[src/rtl/if_stage_pkg.sv]
// if_stage_pkg: shared widths, NOP encoding and per-cycle operating modes for the fetch stage
package if_stage_pkg;

    localparam int N_DEFAULT          = 32;
    localparam int IMEM_WORDS_DEFAULT = 64;
    localparam logic [31:0] NOP       = 32'h0000_0000;

    // Per-cycle operating mode of the fetch stage; decoded fresh every cycle, never stored
    typedef enum logic [1:0] {
        MODE_RESET,
        MODE_RUN,
        MODE_STALL,
        MODE_FLUSH
    } mode_e;

endpackage

[src/rtl/InstructionMemory.sv]
// InstructionMemory: combinational ROM indexed by word address; words past the end read as NOP
import if_stage_pkg::*;

module InstructionMemory #(
    parameter int AW         = 30,
    parameter int IMEM_WORDS = IMEM_WORDS_DEFAULT,
    parameter logic [IMEM_WORDS*32-1:0] IMEM_INIT = '0
) (
    input  logic [AW-1:0] addr,
    output logic [31:0]   data
);

    localparam int IW = $clog2(IMEM_WORDS);

    // Program image, elaborated from the hex file contents handed down as IMEM_INIT
    logic [31:0] rom [IMEM_WORDS];

    for (genvar i = 0; i < IMEM_WORDS; i++) begin : g_rom
        assign rom[i] = IMEM_INIT[i*32 +: 32];
    end

    logic in_range;

    // Addresses beyond the last word return NOP rather than aliasing back into the image
    always_comb begin
        in_range = addr < AW'(IMEM_WORDS);
        data     = in_range ? rom[addr[IW-1:0]] : NOP;
    end

endmodule

[src/rtl/if_stage.sv]
// if_stage: PC register, instruction fetch and IF/ID register; IF_PERF_CNT_EN enables the fetch/stall/flush counters
import if_stage_pkg::*;

module if_stage #(
    parameter int N          = N_DEFAULT,
    parameter int IMEM_WORDS = IMEM_WORDS_DEFAULT,
    parameter logic [IMEM_WORDS*32-1:0] IMEM_INIT = '0
) (
    input  logic         clk,
    input  logic         rst,
    input  logic         freezeIn,
    input  logic         branchTakenIn,
    input  logic [N-1:0] branchAddrIn,
    output logic [N-1:0] PCOut,
    output logic [N-1:0] instructionOut,
    output logic         validOut,
    output logic [N-1:0] fetchCntOut,
    output logic [N-1:0] stallCntOut,
    output logic [N-1:0] flushCntOut
);

    logic [N-1:0] pc;
    logic [N-1:0] pc_plus4;
    logic [31:0]  fetch_word;
    mode_e        mode;

    // Low two PC bits never reach the ROM; they are kept only in the PC itself
    InstructionMemory #(
        .AW         (N - 2),
        .IMEM_WORDS (IMEM_WORDS),
        .IMEM_INIT  (IMEM_INIT)
    ) u_imem (
        .addr (pc[N-1:2]),
        .data (fetch_word)
    );

    // Mode priority: reset, then branch flush (beats a simultaneous freeze), then stall, else run
    always_comb begin
        pc_plus4 = pc + N'(4);
        mode     = !rst          ? MODE_RESET :
                   branchTakenIn ? MODE_FLUSH :
                   freezeIn      ? MODE_STALL : MODE_RUN;
    end

    // PC and IF/ID register share one mode decode so they can never disagree
    always_ff @(posedge clk) begin
        unique case (mode)
            MODE_RESET: begin
                pc             <= '0;
                PCOut          <= '0;
                instructionOut <= N'(NOP);
                validOut       <= 1'b0;
            end
            MODE_FLUSH: begin
                pc             <= branchAddrIn;
                PCOut          <= '0;
                instructionOut <= N'(NOP);
                validOut       <= 1'b0;
            end
            MODE_STALL: begin
                pc             <= pc;
                PCOut          <= PCOut;
                instructionOut <= instructionOut;
                validOut       <= validOut;
            end
            MODE_RUN: begin
                pc             <= pc_plus4;
                PCOut          <= pc_plus4;
                instructionOut <= N'(fetch_word);
                validOut       <= 1'b1;
            end
        endcase
    end

`ifdef IF_PERF_CNT_EN
    logic [N-1:0] fetch_cnt;
    logic [N-1:0] stall_cnt;
    logic [N-1:0] flush_cnt;

    // Each counter tracks one mode; a freeze overridden by a branch counts only as a flush
    always_ff @(posedge clk) begin
        if (mode == MODE_RESET) begin
            fetch_cnt <= '0;
            stall_cnt <= '0;
            flush_cnt <= '0;
        end else begin
            fetch_cnt <= fetch_cnt + N'(mode == MODE_RUN);
            stall_cnt <= stall_cnt + N'(mode == MODE_STALL);
            flush_cnt <= flush_cnt + N'(mode == MODE_FLUSH);
        end
    end

    assign fetchCntOut = fetch_cnt;
    assign stallCntOut = stall_cnt;
    assign flushCntOut = flush_cnt;
`else
    assign fetchCntOut = '0;
    assign stallCntOut = '0;
    assign flushCntOut = '0;
`endif

endmodule

[config.mk]
export PLATFORM = sky130hd
export DESIGN_NAME = if_stage
export DESIGN_NICKNAME = d
export VERILOG_FILES = /design/src/rtl/if_stage_pkg.sv /design/src/rtl/InstructionMemory.sv /design/src/rtl/if_stage.sv
export SDC_FILE = /design/constraint.sdc
export NUM_CORES = 1
export LEC_CHECK = 0
export BUFFER_PORTS_ARGS = -buffer_cell sky130_fd_sc_hd__buf_4
export CORE_MARGIN = 1.5
export CORE_UTILIZATION = 47
export DETAILED_ROUTE_END_ITERATION = 12
export PLACE_DENSITY = 0.93
export SETUP_SLACK_MARGIN = 0.4
export SYNTH_ARGS = -nofsm -noshare
export SYNTH_HDL_FRONTEND = slang
export SYNTH_SLANG_ARGS = --single-unit
[constraint.sdc]
create_clock -name clk -period 2.7 [get_ports clk]
set_input_delay 0.135 -clock clk [delete_from_list [all_inputs] [get_ports clk]]
set_output_delay 0.135 -clock clk [all_outputs]
set_load 0.1 [all_outputs]
==> impl_metrics.csv <==
group,metric,value,unit
sta,period_needed,2.21,ns
power_and_ir_drop,pwr_density_cell,737,nW/µm²
power_and_ir_drop,clockPowerShare,29.4,%
power_and_ir_drop,netSwitchingPower,1.49,mW
sta,tns,0,ns
power_and_ir_drop,p_leak,2.24,nW
clock_network,ctsHoldBuffers,0,
die,die_w,97.2,µm
placed_design,io_buffers,68,
setup_path,critPathMaxFanout,9,
drt,drt_pass1_iterations,4,
synthesis,synth-seq-cells,65,
cells_and_area,multi_input_area,1690,µm²
sta,rsz0062_at_grt,"false",
clock_network,cts_sinks,65,
power_and_ir_drop,combinationalPowerShare,34.1,%
placed_design,gp_congestion,0.879,
cells_and_area,fillCellCount,775,
clock_network,cts.htree.levels,3,
global_route,grt_pass1_vias,2629,
setup_path,cp_cell_sequence,"ha_1 > nand4_4 > or4_4 > or4b_4 > nand2_1",
sta,timing.final.crit_share,81.8,%
die,die_h,97.2,µm
power_and_ir_drop,switching_share,44.1,%
power_and_ir_drop,ir_drop,0.000647,V
cells_and_area,drive_gt1_share,21.2,%
placed_design,dpl_cell_area,4340,µm²
global_route,grt_max_degree,64,
drt,route.detailed.drc,0,
global_route,track_usage,17.2,%
die,core_area,8640,µm²
drt,routedWlPerCell,14.2,µm
setup_path,critPathSlowestCell,"or4_4",
sta,hold-worst-slack,0.0590,ns
power_and_ir_drop,internal_power,1.89,mW
sta,fin_skew,0.00754,ns
cells_and_area,nNetsFinal,527,
status,run_status,"complete, no violations",
power_and_ir_drop,pwr-share-seq,36.5,%
setup_path,crit_path_end_kind,"flop",
power_and_ir_drop,finalPower,3.38,mW
job,cap_violations,0,
synthesis,avgSynthCellArea,10.0,µm²
die,start_util,48.3,%
setup_path,worst_ep_arrival_time,2.42,ns
drt,wl,8530,µm
cells_and_area,layout_commonest_cell,"conb_1",
synthesis,ys_warn_count,0,
cells_and_area,final_area,4580,µm²
die,io_pins,197,
sta,setup_slack,0.493,ns
cells_and_area,regArea,1950,µm²
synthesis,syn_area,4170,µm²
setup_path,slowest_delay,0.62,ns
setup_path,cp.required,2.91,ns
cells_and_area,final_cell_mix,"conb_1 (128), buf_4 (74), edfxtp_1 (65)",
sta,setup_violations,0,
setup_path,crit_type,"reg2reg",
clock_network,clock_path_buffers,2,
global_route,antenna_found_initial,0,
placed_design,pre_cts_ws,0.538,ns
setup_path,start_kind,"flop",
clock_network,cts-root-buf,"clkbuf_8",
clock_network,path_clk_slew,0.07,ns
synthesis,synthArstFlopShare,0,%
clock_network,clk_latency,0.35,ns
sta,timing.fmax,453,MHz
drt,first_iter_violations,261,
clock_network,cts_tree,"yes",
placed_design,place_hpwl,5940,µm
drt,ant_nets,0,
die,rows,34,
synthesis,synth_cell_types,37,
sta,max_slew.worst_pin.slew,0.815,ns
cells_and_area,num_antenna_cells,0,
drt,via_per_inst,4.92,
global_route,grt_pass1_wl,12900,µm
synthesis,synth_ff_type,"edfxtp_1",
sta,finalHoldViolations,0,
die,dieArea,9440,µm²
global_route,overflow,0,
clock_network,cts_buffers,9,
synthesis,synth-edff-count,65,
hold_path,hold_class,"in2reg",
synthesis,synth_seq_area_share,46.8,%
drt,routed-via-count,2965,
cells_and_area,areaGrowthSynthToFinish,9.94,%
synthesis,syn_inst,415,
sta,slew-limit-headroom,45.7,%
sta,maxSlewViolCount,0,
[layer usage]
metal | global-route usage (%) | routed length (µm)
met5 | 0 | 0
met4 | 5.46 | 79
met3 | 5.76 | 876
met2 | 30.4 | 4450
met1 | 19.6 | 3130
[layout make-up]
class                   count  share of cell area, %
flip-flops and latches     65                   42.6
clock inverters             6                   2.32
inverters                   5                  0.410
well taps                 108                   2.95
repair buffers             74                   12.1
clock buffers              10                   2.79
multi-input cells         335                   36.8
[worst max-delay path: cells and delay by family, from the launching register on]
family / cells / cell delay (ns)
AND/OR/NAND/NOR: 4 / 1.40
flip-flops: 1 / 0.41
adder cells (fa/ha/maj): 1 / 0.27
[registers in the layout, summed over array words and instances (netlist names)]
signal / flops
PCOut: 32
pc: 32
validOut: 1
[synth_stat cells (all sizes together), types with 6 or more instances]
master | number | area (µm²)
nand4 | 11 | 83.8
edfxtp | 65 | 1950
o211ai | 6 | 45.0
nand2 | 51 | 191
a21o | 8 | 60.1
xnor2 | 6 | 52.6
and2 | 6 | 37.5
clkbuf | 9 | 33.8
buf | 128 | 961
or4 | 7 | 63.8
and3 | 6 | 37.5
o21ai | 8 | 40.0
nor4 | 6 | 37.5
nor2 | 24 | 90.1
nand3 | 27 | 145
[per-stage QoR]
stage	cells	util [%]
floorplan	542	-
global placement	587	50.3
detailed placement	587	50.3
CTS	603	53.0
global route	603	53.1
finish	603	53.1
[final timing paths]
check | slack [ns] | depth (start not counted) | start | endpoint
max reg2reg | 0.49 | 5 | pc[2]$_DFFE_PP_ | PCOut[28]$_SDFFCE_PP0P_
max | 0.49 | 5 | pc[2]$_DFFE_PP_ | PCOut[28]$_SDFFCE_PP0P_
min reg2reg | 0.52 | 1 | pc[1]$_DFFE_PP_ | PCOut[1]$_SDFFCE_PP0P_
min | 0.06 | 3 | branchAddrIn[31] | pc[31]$_DFFE_PP_
[power by group through the flow]
stage               Combinational (mW)  Clock [mW]  Sequential (mW)
floorplan                        0.991           0             1.44
detailed placement                1.15           0             1.25
global route                      1.18        1.05             1.24
global placement                  1.14           0             1.25
CTS                               1.15        1.01             1.23
finish                            1.15       0.994             1.23
[timing repair]
action	CTS	global route
setup endpoints to repair	0	1
buffers inserted	0	0
gates resized for setup	0	1
[logic make-up (layout without fill, tap and decap cells)]
group / after synthesis / in the layout / share of synthesized area, %
buf+inv: 142 / 95 / 24.3
other cells: 1 / 128 / 0.0900
xor+xnor: 8 / 8 / 1.68
flops: 65 / 65 / 46.8
simple gates: 160 / 160 / 20.3
fa+ha+maj: 1 / 1 / 0.300
compound gates: 38 / 38 / 6.45
Note: power is estimated with default switching activity, not from simulation.
